[src/rtl/pulse_train_generator_pkg.sv]
// Shared types for the pulse train generator: FSM state encoding.
package pulse_train_generator_pkg;

    typedef enum logic [1:0] {
        IDLE = 2'd0,
        HIGH = 2'd1,
        LOW  = 2'd2,
        DONE = 2'd3
    } pg_state_t;

    localparam int PG_CNT_W_DEFAULT = 8;

endpackage

[src/rtl/pulse_train_generator_if.sv]
// Request/status bundle between a pulse train requester (master) and the generator (slave).
interface pulse_train_generator_if #(
    parameter int CNT_W = 8
);
    logic             start;
    logic             abort;
    logic [CNT_W-1:0] hi_len;
    logic [CNT_W-1:0] lo_len;
    logic [CNT_W-1:0] num_pulses;
    logic             out;
    logic             busy;
    logic             done;

    modport master (
        output start, abort, hi_len, lo_len, num_pulses,
        input  out, busy, done
    );

    modport slave (
        input  start, abort, hi_len, lo_len, num_pulses,
        output out, busy, done
    );
endinterface

[src/rtl/pulse_train_generator_cnt.sv]
// Saturating down-counter with synchronous load; flags when the count is zero.
module pulse_train_generator_cnt #(
    parameter int CNT_W = 8
) (
    input  logic             clk,
    input  logic             rst,
    input  logic             load_i,
    input  logic [CNT_W-1:0] load_val_i,
    input  logic             dec_i,
    output logic             zero_o
);
    logic [CNT_W-1:0] cnt_q, cnt_d;

    // Load wins over decrement; decrement stops at zero so the count never wraps.
    always_comb begin
        cnt_d = cnt_q;
        if (load_i) begin
            cnt_d = load_val_i;
        end else if (dec_i && (cnt_q != '0)) begin
            cnt_d = cnt_q - 1'b1;
        end
    end

    always_ff @(posedge clk or posedge rst) begin
        if (rst) begin
            cnt_q <= '0;
        end else begin
            cnt_q <= cnt_d;
        end
    end

    assign zero_o = (cnt_q == '0);
endmodule

[src/rtl/pulse_train_generator.sv]
// Emits num_pulses pulses of hi_len cycles separated by lo_len-cycle gaps, then a done strobe.
module pulse_train_generator
    import pulse_train_generator_pkg::*;
#(
    parameter int CNT_W = PG_CNT_W_DEFAULT
) (
    input  logic                    clk,
    input  logic                    rst,
    pulse_train_generator_if.slave  bus
);
    pg_state_t        state_q, state_d;
    logic [CNT_W-1:0] hi_m1_q, hi_m1_d;
    logic [CNT_W-1:0] lo_m1_q, lo_m1_d;

    logic             ph_load, ph_dec, ph_zero;
    logic [CNT_W-1:0] ph_val;
    logic             pc_load, pc_dec, pc_zero;
    logic [CNT_W-1:0] pc_val;

    // Counters hold length-1, so a zero length clamps to one cycle and the
    // maximum length loads without overflow.
    function automatic logic [CNT_W-1:0] len_m1(input logic [CNT_W-1:0] len);
        return (len == '0) ? '0 : (len - 1'b1);
    endfunction

    always_comb begin
        state_d = state_q;
        hi_m1_d = hi_m1_q;
        lo_m1_d = lo_m1_q;
        ph_load = 1'b0;
        ph_val  = hi_m1_q;
        ph_dec  = 1'b0;
        pc_load = 1'b0;
        pc_val  = len_m1(bus.num_pulses);
        pc_dec  = 1'b0;
        case (state_q)
            IDLE: begin
                if (bus.start && !bus.abort) begin
                    hi_m1_d = len_m1(bus.hi_len);
                    lo_m1_d = len_m1(bus.lo_len);
                    ph_load = 1'b1;
                    ph_val  = len_m1(bus.hi_len);
                    pc_load = 1'b1;
                    state_d = (bus.num_pulses != '0) ? HIGH : DONE;
                end
            end
            HIGH: begin
                if (bus.abort) begin
                    state_d = IDLE;
                end else if (ph_zero) begin
                    pc_dec = 1'b1;
                    if (pc_zero) begin
                        state_d = DONE;
                    end else begin
                        ph_load = 1'b1;
                        ph_val  = lo_m1_q;
                        state_d = LOW;
                    end
                end else begin
                    ph_dec = 1'b1;
                end
            end
            LOW: begin
                if (bus.abort) begin
                    state_d = IDLE;
                end else if (ph_zero) begin
                    ph_load = 1'b1;
                    ph_val  = hi_m1_q;
                    state_d = HIGH;
                end else begin
                    ph_dec = 1'b1;
                end
            end
            DONE:    state_d = IDLE;
            default: state_d = IDLE;
        endcase
    end

    always_ff @(posedge clk or posedge rst) begin
        if (rst) begin
            state_q <= IDLE;
            hi_m1_q <= '0;
            lo_m1_q <= '0;
        end else begin
            state_q <= state_d;
            hi_m1_q <= hi_m1_d;
            lo_m1_q <= lo_m1_d;
        end
    end

    pulse_train_generator_cnt #(.CNT_W(CNT_W)) u_phase_cnt (
        .clk        (clk),
        .rst        (rst),
        .load_i     (ph_load),
        .load_val_i (ph_val),
        .dec_i      (ph_dec),
        .zero_o     (ph_zero)
    );

    // Holds pulses remaining after the current one; zero marks the last pulse.
    pulse_train_generator_cnt #(.CNT_W(CNT_W)) u_pulse_cnt (
        .clk        (clk),
        .rst        (rst),
        .load_i     (pc_load),
        .load_val_i (pc_val),
        .dec_i      (pc_dec),
        .zero_o     (pc_zero)
    );

    assign bus.out  = (state_q == HIGH);
    assign bus.busy = (state_q != IDLE);
    assign bus.done = (state_q == DONE);
endmodule

[src/flat_wrapper.sv]
// flat-port wrapper written by rule: the top's interface ports become plain ports
module pulse_train_generator_flat import pulse_train_generator_pkg::*;
#(
    parameter int CNT_W = PG_CNT_W_DEFAULT
)
  (clk, rst, bus_start, bus_abort, bus_hi_len, bus_lo_len, bus_num_pulses, bus_out, bus_busy, bus_done);
  pulse_train_generator_if #(.CNT_W(CNT_W)) bus_i ();
  input  logic clk;
  input  logic rst;
  input wire logic [$bits(bus_i.start)-1:0] bus_start;
  input wire logic [$bits(bus_i.abort)-1:0] bus_abort;
  input wire logic [$bits(bus_i.hi_len)-1:0] bus_hi_len;
  input wire logic [$bits(bus_i.lo_len)-1:0] bus_lo_len;
  input wire logic [$bits(bus_i.num_pulses)-1:0] bus_num_pulses;
  output wire logic [$bits(bus_i.out)-1:0] bus_out;
  output wire logic [$bits(bus_i.busy)-1:0] bus_busy;
  output wire logic [$bits(bus_i.done)-1:0] bus_done;
  assign bus_i.start = bus_start;
  assign bus_i.abort = bus_abort;
  assign bus_i.hi_len = bus_hi_len;
  assign bus_i.lo_len = bus_lo_len;
  assign bus_i.num_pulses = bus_num_pulses;
  assign bus_out = bus_i.out;
  assign bus_busy = bus_i.busy;
  assign bus_done = bus_i.done;
  pulse_train_generator #(.CNT_W(CNT_W)) u_core (.clk(clk), .rst(rst), .bus(bus_i));
endmodule
[config.mk]
export PLATFORM = sky130hd
export DESIGN_NAME = pulse_train_generator_flat
export DESIGN_NICKNAME = d
export VERILOG_FILES = /design/src/rtl/pulse_train_generator_pkg.sv /design/src/rtl/pulse_train_generator_if.sv /design/src/rtl/pulse_train_generator_cnt.sv /design/src/rtl/pulse_train_generator.sv /design/src/flat_wrapper.sv
export SDC_FILE = /design/constraint.sdc
export NUM_CORES = 1
export LEC_CHECK = 0
export ABC_AREA = 1
export CAP_MARGIN = 40
export CORE_ASPECT_RATIO = 1.25
export CORE_MARGIN = 4
export CORE_UTILIZATION = 60
export CTS_CLUSTER_DIAMETER = 30
export DETAILED_ROUTE_END_ITERATION = 7
export GPL_TIMING_DRIVEN = 0
export PLACE_DENSITY = 0.92
export SLEW_MARGIN = 20
export SYNTH_ARGS = -nofsm -noshare
export SYNTH_HDL_FRONTEND = slang
export SYNTH_SLANG_ARGS = --single-unit
export TNS_END_PERCENT = 100
[constraint.sdc]
create_clock -name clk -period 4.4 [get_ports clk]
set_input_delay 0.66 -clock clk [delete_from_list [all_inputs] [get_ports clk]]
set_output_delay 0.66 -clock clk [all_outputs]
set_load 0.05 [all_outputs]
==> results of run 1 <==
## routing by layer
metal,vias to the layer above,track usage
met5,-,0
met4,0,0.0751
met3,11,0.0424
met2,64,0.474
met1,1198,0.275
li1,1319,-
## final cells by class
class | count | area, µm²
buffer | 7 | 43.8
clock buffer | 5 | 68.8
clock inverter | 3 | 45.0
fill | 347 | 1060
inverter | 59 | 224
multi-input combinational | 285 | 1500
sequential | 34 | 851
tap | 56 | 70.1
timing repair buffer | 30 | 300
## sequential cells by signal (all words and copies together) (netlist names)
name and count:
u_core.u_phase_cnt.cnt_q 8, u_core.u_pulse_cnt.cnt_q 8, u_core.hi_m1_q 8, u_core.state_q 2, u_core.lo_m1_q 8
## tightest hold or removal path, cell delays in order (launching register included)
cell and delay, ps:
dfrtp_1 360, nand2_1 60, o21ai_0 60
## worst max path at each step
stage / startpoint / to / slack, ps / cells after the start
6_report: u_core.state_q[0] / bus_busy / 1740 / 4
3_3_place_gp: bus_abort / u_core.lo_m1_q[4] / 1890 / 7
2_1_floorplan: u_core.state_q[1] / u_core.u_phase_cnt.cnt_q[5] / 2320 / 12
5_1_grt: u_core.state_q[1] / bus_busy / 1640 / 4
4_1_cts: u_core.state_q[0] / bus_busy / 1720 / 4
3_5_place_dp: bus_lo_len[0] / u_core.lo_m1_q[5] / 1820 / 6
## cells in the final DEF (no fill, tap or decap), drive strengths merged, types with 11 or more instances in the layout
cell type and instances:
nand2 83, nor2 62, inv 59, dfrtp 34
o21ai 34, clkdlybuf4s50 30, nand3 28, xor2 15
a21oi 14, o22ai 11, ha 11
## where the power goes
part / internal [W] / leakage [nW] / switching [W]
registers: 0.000466 / 0.414 / 0.000112
logic: 0.000378 / 1.02 / 0.000654
clock network: 0.000168 / 0.0504 / 0.000128
## per-stage QoR
stage | setup slack, ps | instance area (µm²)
CTS | 1720 | 3110
floorplan | 2320 | 2620
finish | 1740 | 3110
global placement | 1890 | 2990
global route | 1640 | 3110
detailed placement | 1820 | 2990
## cells by family (layout without fill, tap and decap cells)
logic type / count (synthesis) / count (layout)
buf+inv: 66 / 104
xor+xnor: 20 / 20
compound gates: 67 / 67
flops: 34 / 34
simple gates: 187 / 187
fa+ha+maj: 11 / 11
==> impl_metrics.env, run 1 <==
export IMPL_yosysTopAreaCellShare=0.324
export IMPL_reg2reg_from="u_core.state_q[1]"
export IMPL_nets=461
export IMPL_avgViaCountPerCell=5.41
export IMPL_wl_per_cell_um=13.0
export IMPL_gr_total_overflow=0
export IMPL_rrSetupSlack_ps=2360
export IMPL_ys_types=31
export IMPL_synth_cell_area_mm2=0.00262
export IMPL_antenna_found_initial=0
export IMPL_synth_adder_area_share=0.0525
export IMPL_hold_path_end="u_core.lo_m1_q[5]"
export IMPL_cts_tree="done"
export IMPL_top_layer="met4"
export IMPL_synth_edf_count=0
export IMPL_worstSetupPathType="reg2out"
export IMPL_finalNonFillerCells=479
export IMPL_status="finished, final reports clean"
export IMPL_die_y_um=81.9
export IMPL_fin_crit_sh=0.605
export IMPL_tns_ps=0
export IMPL_cap_violations=0
export IMPL_synth_warnings=0
export IMPL_muxShareOfSynthArea=0
export IMPL_rsz0062_at_grt="no"
export IMPL_critical_path_required_ps=3740
export IMPL_worstPathMaxFanout=5
export IMPL_hold_slack_ps=509
export IMPL_utilization=0.746
export IMPL_io_pins=31
export IMPL_peakVddDrop_v=0.000348
export IMPL_worst_path_buf_inv=3
export IMPL_clkSlewWorstSetupHoldPaths_ps=80
export IMPL_slowest_delay_ps=840
export IMPL_cts_buffers=5
export IMPL_min_delay_path_depth=2
export IMPL_maxSlewHeadroom=0.423
export IMPL_slew_violations=0
export IMPL_drtIter0Drc=176
export IMPL_num_antenna_cells=0
export IMPL_arrival_ps=2000
export IMPL_grt_pass1_wl_um=10600
export IMPL_p_leak_nw=1.49
export IMPL_yosysTopAreaCell="dfrtp_1"
export IMPL_row_count=26
export IMPL_post_cts_resized=0
export IMPL_clock_path_buffers=2
export IMPL_seq_area_frac_synth=0.324
export IMPL_hold_viol=0
export IMPL_drc_errors=0
export IMPL_ys_top_cells_by_area="dfrtp_1 (32%), nand2_1 (11%), nor2_1 (8.0%)"
export IMPL_final_antenna_net_count=0
export IMPL_fmax_ghz=0.375
export IMPL_met1_length_um=2580
export IMPL_port_buffers=30
export IMPL_crit_path_top_delay_cell="clkdlybuf4s50_1"
export IMPL_grt_use_total=0.249
export IMPL_tightest_slew_ps=858
export IMPL_clock_sinks=34
export IMPL_cts_hold_buf=0
export IMPL_place_inst=471
export IMPL_drt_pass1_iter_count=4
export IMPL_synth_top_family_by_area="simple AND/OR/NAND/NOR gates"
export IMPL_synthesis_instances=385
export IMPL_totalWireLength_um=6210
export IMPL_drive_gt1_frac=0.0733
export IMPL_ys_seq_elements=34
export IMPL_postSynthAreaPerCell_um2=6.81
export IMPL_die_area_mm2=0.00550
export IMPL_power_density_mw_per_mm2=613
export IMPL_start_util=0.630
export IMPL_dp_hpwl_um=4730
export IMPL_hold_start="u_core.lo_m1_q[5]"
export IMPL_hold_path_class="reg2reg"
export IMPL_synthTopCellsByCount="nand2_1 (80), nor2_1 (56), inv_1 (54)"
export IMPL_die_w_um=67.1
export IMPL_setup_viol=0
export IMPL_htreeDepth=2
export IMPL_met3WireLength_um=270
export IMPL_end_kind="primary output"
export IMPL_post_synth_top_count_cell="nand2_1"
export IMPL_rr_worst_depth=12
export IMPL_synth_simple_area_share=0.314
export IMPL_cpMostUsedCell="inv_1"
export IMPL_post_cts_setup_buffer_count=0
export IMPL_clk_insertion_delay_late_ps=300
export IMPL_grt_max_degree=35
export IMPL_root_buffer="clkbuf_8"
export IMPL_routabilityCongestion=0.850
export IMPL_total_power_w=0.00191
export IMPL_synthArstFlopShare=1.00
export IMPL_vias=2592
export IMPL_r2r_end="u_core.u_phase_cnt.cnt_q[1]"
export IMPL_cp_cell_sequence="inv_1 -> ha_1 -> inv_1 -> clkdlybuf4s50_1"
export IMPL_fin_worst_skew_ps=6.63
export IMPL_dr_wl_met2_um=3260
export IMPL_critPathLaunchType="flop"
export IMPL_synth_compound_area_frac=0.140
export IMPL_layout_min_cycle_time_ps=2660
export IMPL_syn_to_final_growth_pct=18.5
export IMPL_core_mm2=0.00416
export IMPL_synthXorXnorAreaFrac=0.0668
export IMPL_synth_nets=424
export IMPL_synthFlopType="dfrtp_1"
export IMPL_crit_family="buffers and inverters"
export IMPL_grt_pass1_vias=2492
No activity file was read; power rests on OpenSTA's default activity.
==> inputs of run 2 (changes only) <==
- CORE_UTILIZATION: 60 -> 51
- PLACE_DENSITY: 0.92 -> 0.84
- clock period: 4.4 -> 2.2 ns (I/O delays scaled with it)
==> run 2 against run 1 <==
Sequential share of layout area is 0.51 points lower. Utilization decreased by 9.6 points. Count of clock-buffer cells in the layout did not move. Via count up 0.81%. Critical endpoint is now bus_out. Total power grew 110%. Sequential power increased by 99%. Clock power increased by 140%. Flip-flop and latch count is the same. Worst setup slack lost 1600 ps. First-iteration DRC count unchanged.
==> impl_metrics.env, run 2 (synthesis results as in run 1) <==
export IMPL_vias=2613
export IMPL_power_density_mw_per_mm2=1240
export IMPL_clk_insertion_delay_late_ps=290
export IMPL_cap_violations=0
export IMPL_die_w_um=72.1
export IMPL_hold_viol=0
export IMPL_wl_per_cell_um=13.1
export IMPL_cp_cell_sequence="inv_1 -> ha_1 -> clkdlybuf4s50_1"
export IMPL_start_util=0.539
export IMPL_slowest_delay_ps=800
export IMPL_htreeDepth=2
export IMPL_nets=463
export IMPL_fin_worst_skew_ps=7.36
export IMPL_antenna_found_initial=0
export IMPL_drive_gt1_frac=0.0824
export IMPL_routabilityCongestion=0.836
export IMPL_grt_use_total=0.210
export IMPL_worstPathMaxFanout=3
export IMPL_reg2reg_from="u_core.state_q[0]"
export IMPL_fmax_ghz=0.475
export IMPL_rsz0062_at_grt="yes"
export IMPL_core_mm2=0.00487
export IMPL_cts_buffers=5
export IMPL_placed_area_mm2=0.00300
export IMPL_r2r_end="u_core.u_phase_cnt.cnt_q[2]"
export IMPL_slew_violations=0
export IMPL_worstSetupPathType="reg2out"
export IMPL_clock_path_buffers=2
export IMPL_die_area_mm2=0.00636
export IMPL_final_area_mm2=0.00317
export IMPL_num_antenna_cells=0
export IMPL_crit_start="u_core.state_q[1]"
export IMPL_hold_path_class="in2async"
export IMPL_cts_hold_buf=0
export IMPL_arrival_ps=1770
export IMPL_tns_ps=0
export IMPL_mostFrequentLayoutCell="nand2_1"
export IMPL_tightest_slew_ps=814
export IMPL_end_kind="primary output"
export IMPL_dp_hpwl_um=4800
export IMPL_critical_path_required_ps=1870
export IMPL_grt_pass1_wl_um=10700
export IMPL_cts_tree="done"
export IMPL_drt_pass1_iter_count=5
export IMPL_row_count=28
export IMPL_fin_crit_sh=0.957
export IMPL_clkSlewWorstSetupHoldPaths_ps=70
export IMPL_avgViaCountPerCell=5.39
export IMPL_crit_path_top_delay_cell="clkdlybuf4s50_1"
export IMPL_rr_worst_depth=12
export IMPL_root_buffer="clkbuf_8"
export IMPL_final_cell_mix="nand2_1 (80), nor2_1 (56), inv_1 (53)"
export IMPL_maxSlewHeadroom=0.452
export IMPL_final_antenna_net_count=0
export IMPL_die_y_um=88.2
export IMPL_setup_viol=0
export IMPL_totalWireLength_um=6350
export IMPL_peakVddDrop_v=0.000830
export IMPL_gr_total_overflow=0
export IMPL_layout_min_cycle_time_ps=2100
export IMPL_grt_pass1_vias=2486
export IMPL_clock_sinks=34
export IMPL_critPathLaunchType="flop"
export IMPL_syn_to_final_growth_pct=20.7
export IMPL_drc_errors=0
export IMPL_rrSetupSlack_ps=230
export IMPL_io_pins=31
export IMPL_drtIter0Drc=176
export IMPL_port_buffers=30
export IMPL_grt_max_degree=35
export IMPL_status="finished, final reports clean"
export IMPL_p_leak_nw=1.53
run 2: cell types whose count changed in the layout (fill, tap and decap cells not counted):
cell,change
ha_1,-1
bufinv_16,+1
ha_2,+1
clkdlybuf4s50_1,-1
buf_12,+1
dlygate4sd2_1,+1
clkbuf_1,-1
clkinv_4,+1
clkinvlp_4,-2
clkbuf_2,+1
buf_4,+1
run 2: per-layer routing:
layer,wire length (µm),global-route usage,up-vias
li1,-,-,1320
met1,2620,0.231,1208
met2,3350,0.403,72
met3,264,0.0356,13
met4,125,0.0684,0
met5,0,0,-
run 2: worst max-delay path: cells and delay by family (launching register included):
kind	cells	cell delay, ps
buf+inv	2	910
flops	1	400
fa+ha+maj	1	170
run 2: where the power goes:
part | switching (W) | internal, W
Sequential | 0.000218 | 0.000932
Combinational | 0.00131 | 0.000756
Clock | 0.000254 | 0.000454
run 2: final cells by class:
| cell class | instances | area (µm²) |
|---|---|---|
| fill | 417 | 1700 |
| clock buffer | 5 | 68.8 |
| sequential | 34 | 851 |
| clock inverter | 3 | 68.8 |
| inverter | 59 | 224 |
| buffer | 7 | 45.0 |
| timing repair buffer | 32 | 327 |
| multi-input combinational | 285 | 1510 |
| tap | 60 | 75.1 |
run 2: worst max-delay path by stage:
stage,endpoint,slack (ps),cells past startpoint
floorplan,u_core.u_phase_cnt.cnt_q[5],120,12
global placement,u_core.lo_m1_q[5],-9,6
detailed placement,u_core.lo_m1_q[5],-80,6
CTS,bus_out,80,3
global route,u_core.u_phase_cnt.cnt_q[4],-10,10
finish,bus_out,100,3
run 2: stage by stage:
stage                      util  instances  total power [W]  hold slack [ps]  setup slack, ps
after floorplan               -        385          0.00268              433              121
after global placement    0.616        475          0.00311              500            -8.79
after detailed placement  0.616        475          0.00318              508            -78.8
after CTS                 0.644        483          0.00390              503             77.4
after global routing      0.650        485          0.00430              261            -10.6
final                     0.650        485          0.00392              247             95.3
run 2: what timing repair did:
action                     CTS  global route
pin swaps                    0             1
setup endpoints to repair    1            15
buffers inserted             0             1
cloned                       0             0
resized for setup            1             3
